## config.mk

```make
export PLATFORM = sky130hd
export DESIGN_NAME = hazard_scoreboard
export DESIGN_NICKNAME = d
export VERILOG_FILES = /design/src/rtl/hazard_scoreboard.sv
export SDC_FILE = /design/constraint.sdc
export NUM_CORES = 1
export LEC_CHECK = 0
export CAP_MARGIN = 25
export CORE_MARGIN = 5
export CORE_UTILIZATION = 56
export CTS_CLUSTER_DIAMETER = 80
export DETAILED_ROUTE_END_ITERATION = 10
export PLACE_DENSITY_LB_ADDON = 0.2
export SYNTH_ARGS = -nofsm -noshare
export SYNTH_HDL_FRONTEND = slang
export SYNTH_SLANG_ARGS = --single-unit
```

## constraint.sdc

```tcl
create_clock -name clk -period 13.05 [get_ports clk]
set_clock_uncertainty 0.1 [all_clocks]
set_input_delay 3.915 -clock clk [delete_from_list [all_inputs] [get_ports clk]]
set_output_delay 3.915 -clock clk [all_outputs]
set_load 0.05 [all_outputs]
```

## src/rtl/hazard_scoreboard.sv

```systemverilog
// Hazard scoreboard for a pipelined decode stage.
// Tracks in-flight register writers with one 2-bit counter per register,
// detects RAW and writer-overflow hazards, and sequences a pipeline drain
// through a small RUN/STALL/DRAIN/HALTED state machine.
module hazard_scoreboard (
    input  logic        clk,
    input  logic        reset,
    input  logic [15:0] instD,
    input  logic        validD,
    input  logic        use_src1D,
    input  logic        use_src2D,
    input  logic        wr_destD,
    input  logic        branch_takenD,
    input  logic        write_enW,
    input  logic [3:0]  destAddW,
    input  logic        mem_busy,
    input  logic        drain_req,
    output logic        stallF,
    output logic        stallD,
    output logic        flushD,
    output logic        flushE,
    output logic        issueD,
    output logic        drain_done,
    output logic [15:0] pending,
    output logic [15:0] stall_cnt
);

    typedef enum logic [1:0] {
        RUN    = 2'd0,
        STALL  = 2'd1,
        DRAIN  = 2'd2,
        HALTED = 2'd3
    } state_t;

    state_t            state_r;
    logic [15:0][1:0]  cnt_r;
    logic [15:0]       stall_cnt_r;

    logic [3:0]        src1_s;
    logic [3:0]        src2_s;
    logic [3:0]        dest_s;
    logic [15:0]       pending_s;
    logic              raw_s;
    logic              full_s;
    logic              hz_s;
    logic              stall_s;
    logic              issue_s;
    logic              all_idle_s;
    logic [15:0]       inc_vec_s;
    logic [15:0]       dec_vec_s;

    assign src1_s = instD[11:8];
    assign src2_s = instD[7:4];
    assign dest_s = instD[3:0];

    // Per-register "has a writer in flight" flags.
    always_comb begin
        pending_s = 16'h0000;
        for (int r = 0; r < 16; r++) begin
            pending_s[r] = (cnt_r[r] != 2'd0);
        end
    end

    // Hazard detection against current counters; no writeback bypass.
    always_comb begin
        raw_s  = validD & ((use_src1D & pending_s[src1_s]) |
                           (use_src2D & pending_s[src2_s]));
        full_s = validD & wr_destD & (cnt_r[dest_s] == 2'd3);
        hz_s   = raw_s | full_s | mem_busy;
    end

    // Stall decision by state: drain states always hold the front end.
    always_comb begin
        stall_s = 1'b1;
        case (state_r)
            RUN, STALL:    stall_s = hz_s;
            DRAIN, HALTED: stall_s = 1'b1;
            default:       stall_s = 1'b1;
        endcase
    end

    assign issue_s    = validD & ~stall_s;
    assign all_idle_s = (pending_s == 16'h0000) & ~mem_busy;

    // One-hot increment/decrement requests for the counter bank.
    always_comb begin
        if (issue_s && wr_destD) begin
            inc_vec_s = 16'h0001 << dest_s;
        end else begin
            inc_vec_s = 16'h0000;
        end
        if (write_enW) begin
            dec_vec_s = 16'h0001 << destAddW;
        end else begin
            dec_vec_s = 16'h0000;
        end
    end

    // Writer counters: same-edge inc+dec cancel, decrement at zero is dropped.
    always_ff @(posedge clk) begin
        if (!reset) begin
            cnt_r <= '0;
        end else begin
            for (int r = 0; r < 16; r++) begin
                if (inc_vec_s[r] && !dec_vec_s[r]) begin
                    cnt_r[r] <= cnt_r[r] + 2'd1;
                end else if (!inc_vec_s[r] && dec_vec_s[r] && (cnt_r[r] != 2'd0)) begin
                    cnt_r[r] <= cnt_r[r] - 2'd1;
                end else begin
                    cnt_r[r] <= cnt_r[r];
                end
            end
        end
    end

    // Pipeline control state machine.
    always_ff @(posedge clk) begin
        if (!reset) begin
            state_r <= RUN;
        end else begin
            case (state_r)
                RUN, STALL: begin
                    if (drain_req) begin
                        state_r <= DRAIN;
                    end else if (hz_s) begin
                        state_r <= STALL;
                    end else begin
                        state_r <= RUN;
                    end
                end
                DRAIN: begin
                    if (all_idle_s) begin
                        state_r <= HALTED;
                    end else begin
                        state_r <= DRAIN;
                    end
                end
                HALTED: begin
                    if (!drain_req) begin
                        state_r <= RUN;
                    end else begin
                        state_r <= HALTED;
                    end
                end
                default: state_r <= RUN;
            endcase
        end
    end

    // Saturating count of cycles spent with decode held.
    always_ff @(posedge clk) begin
        if (!reset) begin
            stall_cnt_r <= 16'h0000;
        end else if (stall_s && (stall_cnt_r != 16'hFFFF)) begin
            stall_cnt_r <= stall_cnt_r + 16'h0001;
        end else begin
            stall_cnt_r <= stall_cnt_r;
        end
    end

    assign stallF     = stall_s;
    assign stallD     = stall_s;
    assign flushE     = stall_s;
    assign issueD     = issue_s;
    assign flushD     = branch_takenD & issue_s;
    assign drain_done = (state_r == HALTED);
    assign pending    = pending_s;
    assign stall_cnt  = stall_cnt_r;

endmodule

```

---- Word level (Yosys, flattened, before mapping) ----
Index checks and enable logic that the tools add are counted.
word-level totals
  register bits after elaboration ......... 50
  input bits .............................. 30
  output and inout port bits .............. 38
  logic and storage cells ................. 238
cells by class
  $add $sub $neg .......................... 33
  order comparisons ....................... 3
  equality and inequality tests ........... 5
  shift-type cells ........................ 2
  mux-type cells .......................... 46
  bitwise gates (word level) .............. 13
  reductions and logical operators ........ 118
operator list
  operator                 count
  $mux W2                  35
  $reduce_bool A2 Y1       32
  $logic_and A1 B1 Y1      50
  $add A2 B1 Y2 const B    16
  $logic_not A1 Y1         32
  $mux W16                 2
  $shl A1 B4 Y16 const A   2
  $sub A2 B1 Y2 const B    16
  $add A16 B1 Y16 const B  1
  $logic_not A16 Y1        1
  $ne A16 B16 Y1 const B   1
  $lt A4 B5 Y1 const B     3
  $and A1 B1 Y1            8
  $bmux W1 S4              2
  $bmux W2 S4              1
  $eq A2 B2 Y1 const B     3
  $pmux W2 S3              1
  $mux W1                  4
  $reduce_or A2 Y1         2
  $or A1 B1 Y1             3
  $eq A2 B1 Y1 const B     1
  $logic_not A2 Y1         1
  $not A1 Y1               2
  $pmux W1 S2              1

---- Logic depth before layout (Yosys ltp) ----
  word-level depth ........................ 18
  mapped depth ............................ 11
  mapped depth without buffers ............ 8

---- Worst setup path before layout ----
No wires, ideal clock.
  kind .................................... input-to-output
  start ................................... input instD[1]
  end ..................................... output flushD
  data arrival time ....................... 7.081 ns
  required time ........................... 9.035 ns
  path slack .............................. 1.954 ns
  stages on the path ...................... 7
  path buffers ............................ 2
  path through ............................ clkbuf_1 -> mux4_2 -> a211oi_4 -> nand3_4 -> buf_6 -> nor3_1 -> and2_1
between the ends
  word-level cells in the longest chain between the ends .. 10
RTL lines
  item                           line  source
  start, declared                8     input logic [15:0] instD,
  $bmux W2 S4                    68    full_s = validD & wr_destD & (cnt_r[dest_s] == 2'd3);
  $mux W2 (not written as such)  68
  $eq A2 B2 Y1                   68
  $and A1 B1 Y1                  68
  $or A1 B1 Y1 (2 in series)     69    hz_s = raw_s | full_s | mem_busy;
  $pmux W1 S2                    75    case (state_r)
  $not A1 Y1                     82    assign issue_s = validD & ~stall_s;
  $and A1 B1 Y1                  82
  net issueD                     22    output logic issueD,
  $and A1 B1 Y1                  165   assign flushD = branch_takenD & issue_s;
  end, declared                  20    output logic flushD,
The timed path passes the listed nets, and every way through them passes these cells. The select of a mux whose other input is x is not followed.

---- Worst setup path in the final report ----
  start ................................... input instD[0]
  end ..................................... output flushD
between the ends
  word-level cells in the longest chain between the ends .. 10
RTL lines
  item                           line
  $bmux W2 S4                    68
  $mux W2 (not written as such)  68
  $eq A2 B2 Y1                   68
  $and A1 B1 Y1                  68
  $or A1 B1 Y1 (2 in series)     69
  $pmux W1 S2                    75
  $not A1 Y1                     82
  $and A1 B1 Y1                  82
  $and A1 B1 Y1                  165
No other way between the ends. The select of a mux whose other input is x is not followed.

==> summary.md <==
| Metric | Value |
|---|---|
| RSZ-0062 raised after global routing | no |
| Overall Power | 0.326 mW |
| Boundary Pins | 68 |
| Number of input and output port buffers inserted | 63 |
| Area Overhead vs Synth | 21.6% |
| Highest ir drop seen on vdd | 43.5 uV |
| Post-detailed-route DRC marker count | 0 |
| Crit path DAT | 7.85 ns |
| Synth area leader | sky130_fd_sc_hd__dfxtp_1 |
| Post-route clock period utilization | 91.0% |
| Clk sinks | 50 |
| Placed Cells incl. Taps | 527 |
| Number of global-route vias before repair | 3073 |
| Pin slew with the least headroom to its limit | 0.698 ns |
| Fin nets | 490 |
| Number of storage elements in the synthesis netlist | 50 |
| Source-to-sink clock delay at the later pin of the worst-skew pair | 0.31 ns |
| Final sum of negative setup slack | 0 ns |
| DP HPWL | roughly 6700 um |
| Total number of vias | around 3300 |
| Biggest area contributors in the synthesized netlist | sky130_fd_sc_hd__dfxtp_1, sky130_fd_sc_hd__nor4_2, sky130_fd_sc_hd__nor2_1 |
| Number of antenna violations at the first check in global routing | 0 |
| Worst reg2reg endpoint | cnt_r[14] |
| Overflow after GRT | 0 |
| Class of the most critical setup path | in -> out |
| Maximum number of pins on one net before global-route repair | 32 |
| Max-capacitance violation count | 0 |
| Vias per cell | about 6.2 |
| Floorplan Core Area | 5920 um2 |
| Power Dens Cells | about 80 nW/um2 |
| Gate Count Post-Synth | between 400 and 500 |
| Biggest fanout along the worst timing path | 31 |
| Final period demand of the worst path | between 10 and 15 ns |
| Distinct cell type count of the synthesized netlist | 53 |
| Post-Syn Nets | roughly 440 |
| Count of endpoints failing setup in the final report | 0 |
| Min-Delay Path Depth | 2 |
| Total inserted antenna cells | 0 |
| Top-area cell type share of the netlist area | between 20 and 30% |
| Number of gates resized after cts | 0 |
| Post-synthesis sequential area ratio | 29.5% |
| Global router's overall resource usage | around a quarter |
| Slowest library cell on the worst path | sky130_fd_sc_hd__clkdlybuf4s50_1 |
| Avg WL per Cell | 16.4 um |
| Y dimension of the die | slightly below 90 um |
| Largest buffer count on any clock path | 2 |
| Detailed Routing Iterations Pass 1 | 5 |
| Startpoint of the worst register-to-register path | cnt_r[9] |
| Achievable clock frequency | 0.0843 GHz |
| Top cell by count, worst path | sky130_fd_sc_hd__clkdlybuf4s50_1 |
| Netlist area before placement | 3400 um2 |
| Final slew viol count | 0 |
| Critical path launch point type | primary input |
| Internal reg-to-reg setup slack | around 10 ns |
| Number of buffers added for setup after CTS | 0 |
| Final Wtd Congestion | 0.922 |
| Hold Worst Slack | 0.417 ns |
| Final WL | 8770 um |
| Die X-Extent | ~88 um |
| Largest incremental delay on the critical path | 0.92 ns |
| Global-route wire length before repair | 14500 um |
| Iter 0 DRT Violations | 183 |
| Normalized max-slew margin | 53.3% |
| Die area | about 7700 um2 |
| R2r worst-path depth | 8 |
| Clk pin slew, worst setup/hold paths | 0.09 ns |
| Hold worst-path end | stall_cnt[8] |
| Outcome | finished, final reports clean |
| Maximum level of the CTS H-tree | 2 |
| Lkg Pwr | 1.40 nW |
| CTS root buffer | sky130_fd_sc_hd__clkbuf_8 |
| Warnings, synthesis | 0 |
| Starting density of the core | 57.4% |
| Count of non-filler cells in the finished layout | 535 |
| Number of nets still failing antenna checks after routing | 0 |
| Kind of end point of the critical path | output port |
| Number of clock buffers inserted by TritonCTS | 5 |
| Hold path startpoint | stall_cnt[8] |
| Number of buffers inserted for hold repair after clock tree synthesis | 0 |
| Hold/Removal Path Class | reg -> reg |
| Clock tree from TritonCTS | yes |
| Ratio of cells with drive above 1 in the final layout | 9.35% |
| Cells along the critical path | clkdlybuf4s50_1 > o21ai_0 > mux4_2 > a211oi_4 > nand3_4 > nor3_1 > and2_1 > clkdlybuf4s50_1 |
| # rows | 28 |
| Synth Area per Inst | 8.36 um2 |
| Final hold violation count | 0 |
| Critical path data required time | 9.03 ns |
-- metal layers --
metal | global-route usage [%] | vias up | share of wire, %
li1 | - | 1628 | -
met1 | 31.5 | 1535 | 46
met2 | 39.2 | 120 | 46
met3 | 3.48 | 12 | 6.6
met4 | 7.95 | 0 | 1.4
met5 | 0 | - | 0
-- power breakdown --
group          switching (mW)  internal (mW)  leakage (nW)
Sequential            0.00220          0.154         0.404
Clock                  0.0563         0.0582        0.0587
Combinational          0.0351         0.0197         0.937
-- logic make-up (layout without fill, tap and decap cells) --
family | after synthesis | after routing | share of synthesized area, %
buffers and inverters | 39 | 93 | 5.71
AOI/OAI and AO/OA | 122 | 122 | 26.2
and+or+nand+nor | 179 | 179 | 30.8
muxes | 10 | 10 | 6.12
xor gates and xnor gates | 5 | 5 | 1.29
adders and majority gates | 1 | 1 | 0.368
DFF | 50 | 50 | 29.5
-- final cells by class --
type | count | area (um2)
Multi-Input combinational cell | 317 | 2200
Fill cell | 470 | 1790
Sequential cell | 50 | 1000
Timing Repair Buffer | 64 | 638
Tap cell | 75 | 93.8
Inverter | 21 | 78.8
Clock buffer | 5 | 68.8
Clock inverter | 3 | 47.5
-- synthesized netlist by cell type, drive strengths merged --
cell,instances
dfxtp,50
nor2,41
o21ai,29
a21oi,25
nand2,22
nor3,22
inv,21
nand3,20
nand2b,18
a211oi,17
nor4,16
o21a,16
o31a,15
buf,10
clkbuf,8
mux4,8
o211ai,8
or3,8
and2,6
o2111ai,6
and3,5
nand3b,5
nand4,5
or4,5
xor2,3
a311oi,2
and4,2
mux2i,2
xnor2,2
a2111o,1
a211o,1
a31oi,1
and3b,1
ha,1
nor2b,1
o211a,1
or2,1
or3b,1
-- cells in the final DEF (no fill, tap or decap), drive strengths merged, types with 6 or more instances in the layout --
cell           netlist  routed
dfxtp               50      50
nor2                41      41
o211ai               8       8
mux4                 8       8
nor3                22      22
o31a                15      15
inv                 21      22
a21oi               25      25
o21a                16      16
o21ai               29      29
clkdlybuf4s50        0      63
nor4                16      16
nand2               22      22
and2                 6       6
nand3               20      20
nand2b              18      18
a211oi              17      17
or3                  8       8
o2111ai              6       6
-- critical path: cells and delay by family --
family	cells	cell delay (ns)
buf+inv	2	1.73
mux	1	0.53
simple gates	3	1.06
compound gates	2	0.60
-- how the worst max path moves through the flow --
stage,start,end,slack (ns)
after floorplan,instD[1],flushD,1.95
after global placement,instD[0],flushD,1.34
after detailed placement,instD[0],flushD,1.26
after CTS,instD[0],flushD,1.21
after global routing,instD[0],flushD,1.0
final,instD[0],flushD,1.18
-- flip-flops by register name, indices dropped and copies added (netlist names) --
name       flops
cnt_r         32
state_r        2
stall_cnt     16
-- stage by stage --
step | util, % | setup WS (ns) | area (um2)
global route | 69.7 | 0.998 | 4130
finish | 69.7 | 1.18 | 4130
detailed placement | 67.8 | 1.26 | 4010
global placement | 67.8 | 1.34 | 4010
floorplan | - | 1.95 | 3400
CTS | 69.7 | 1.21 | 4130
Power figures use the tool's default switching activity.
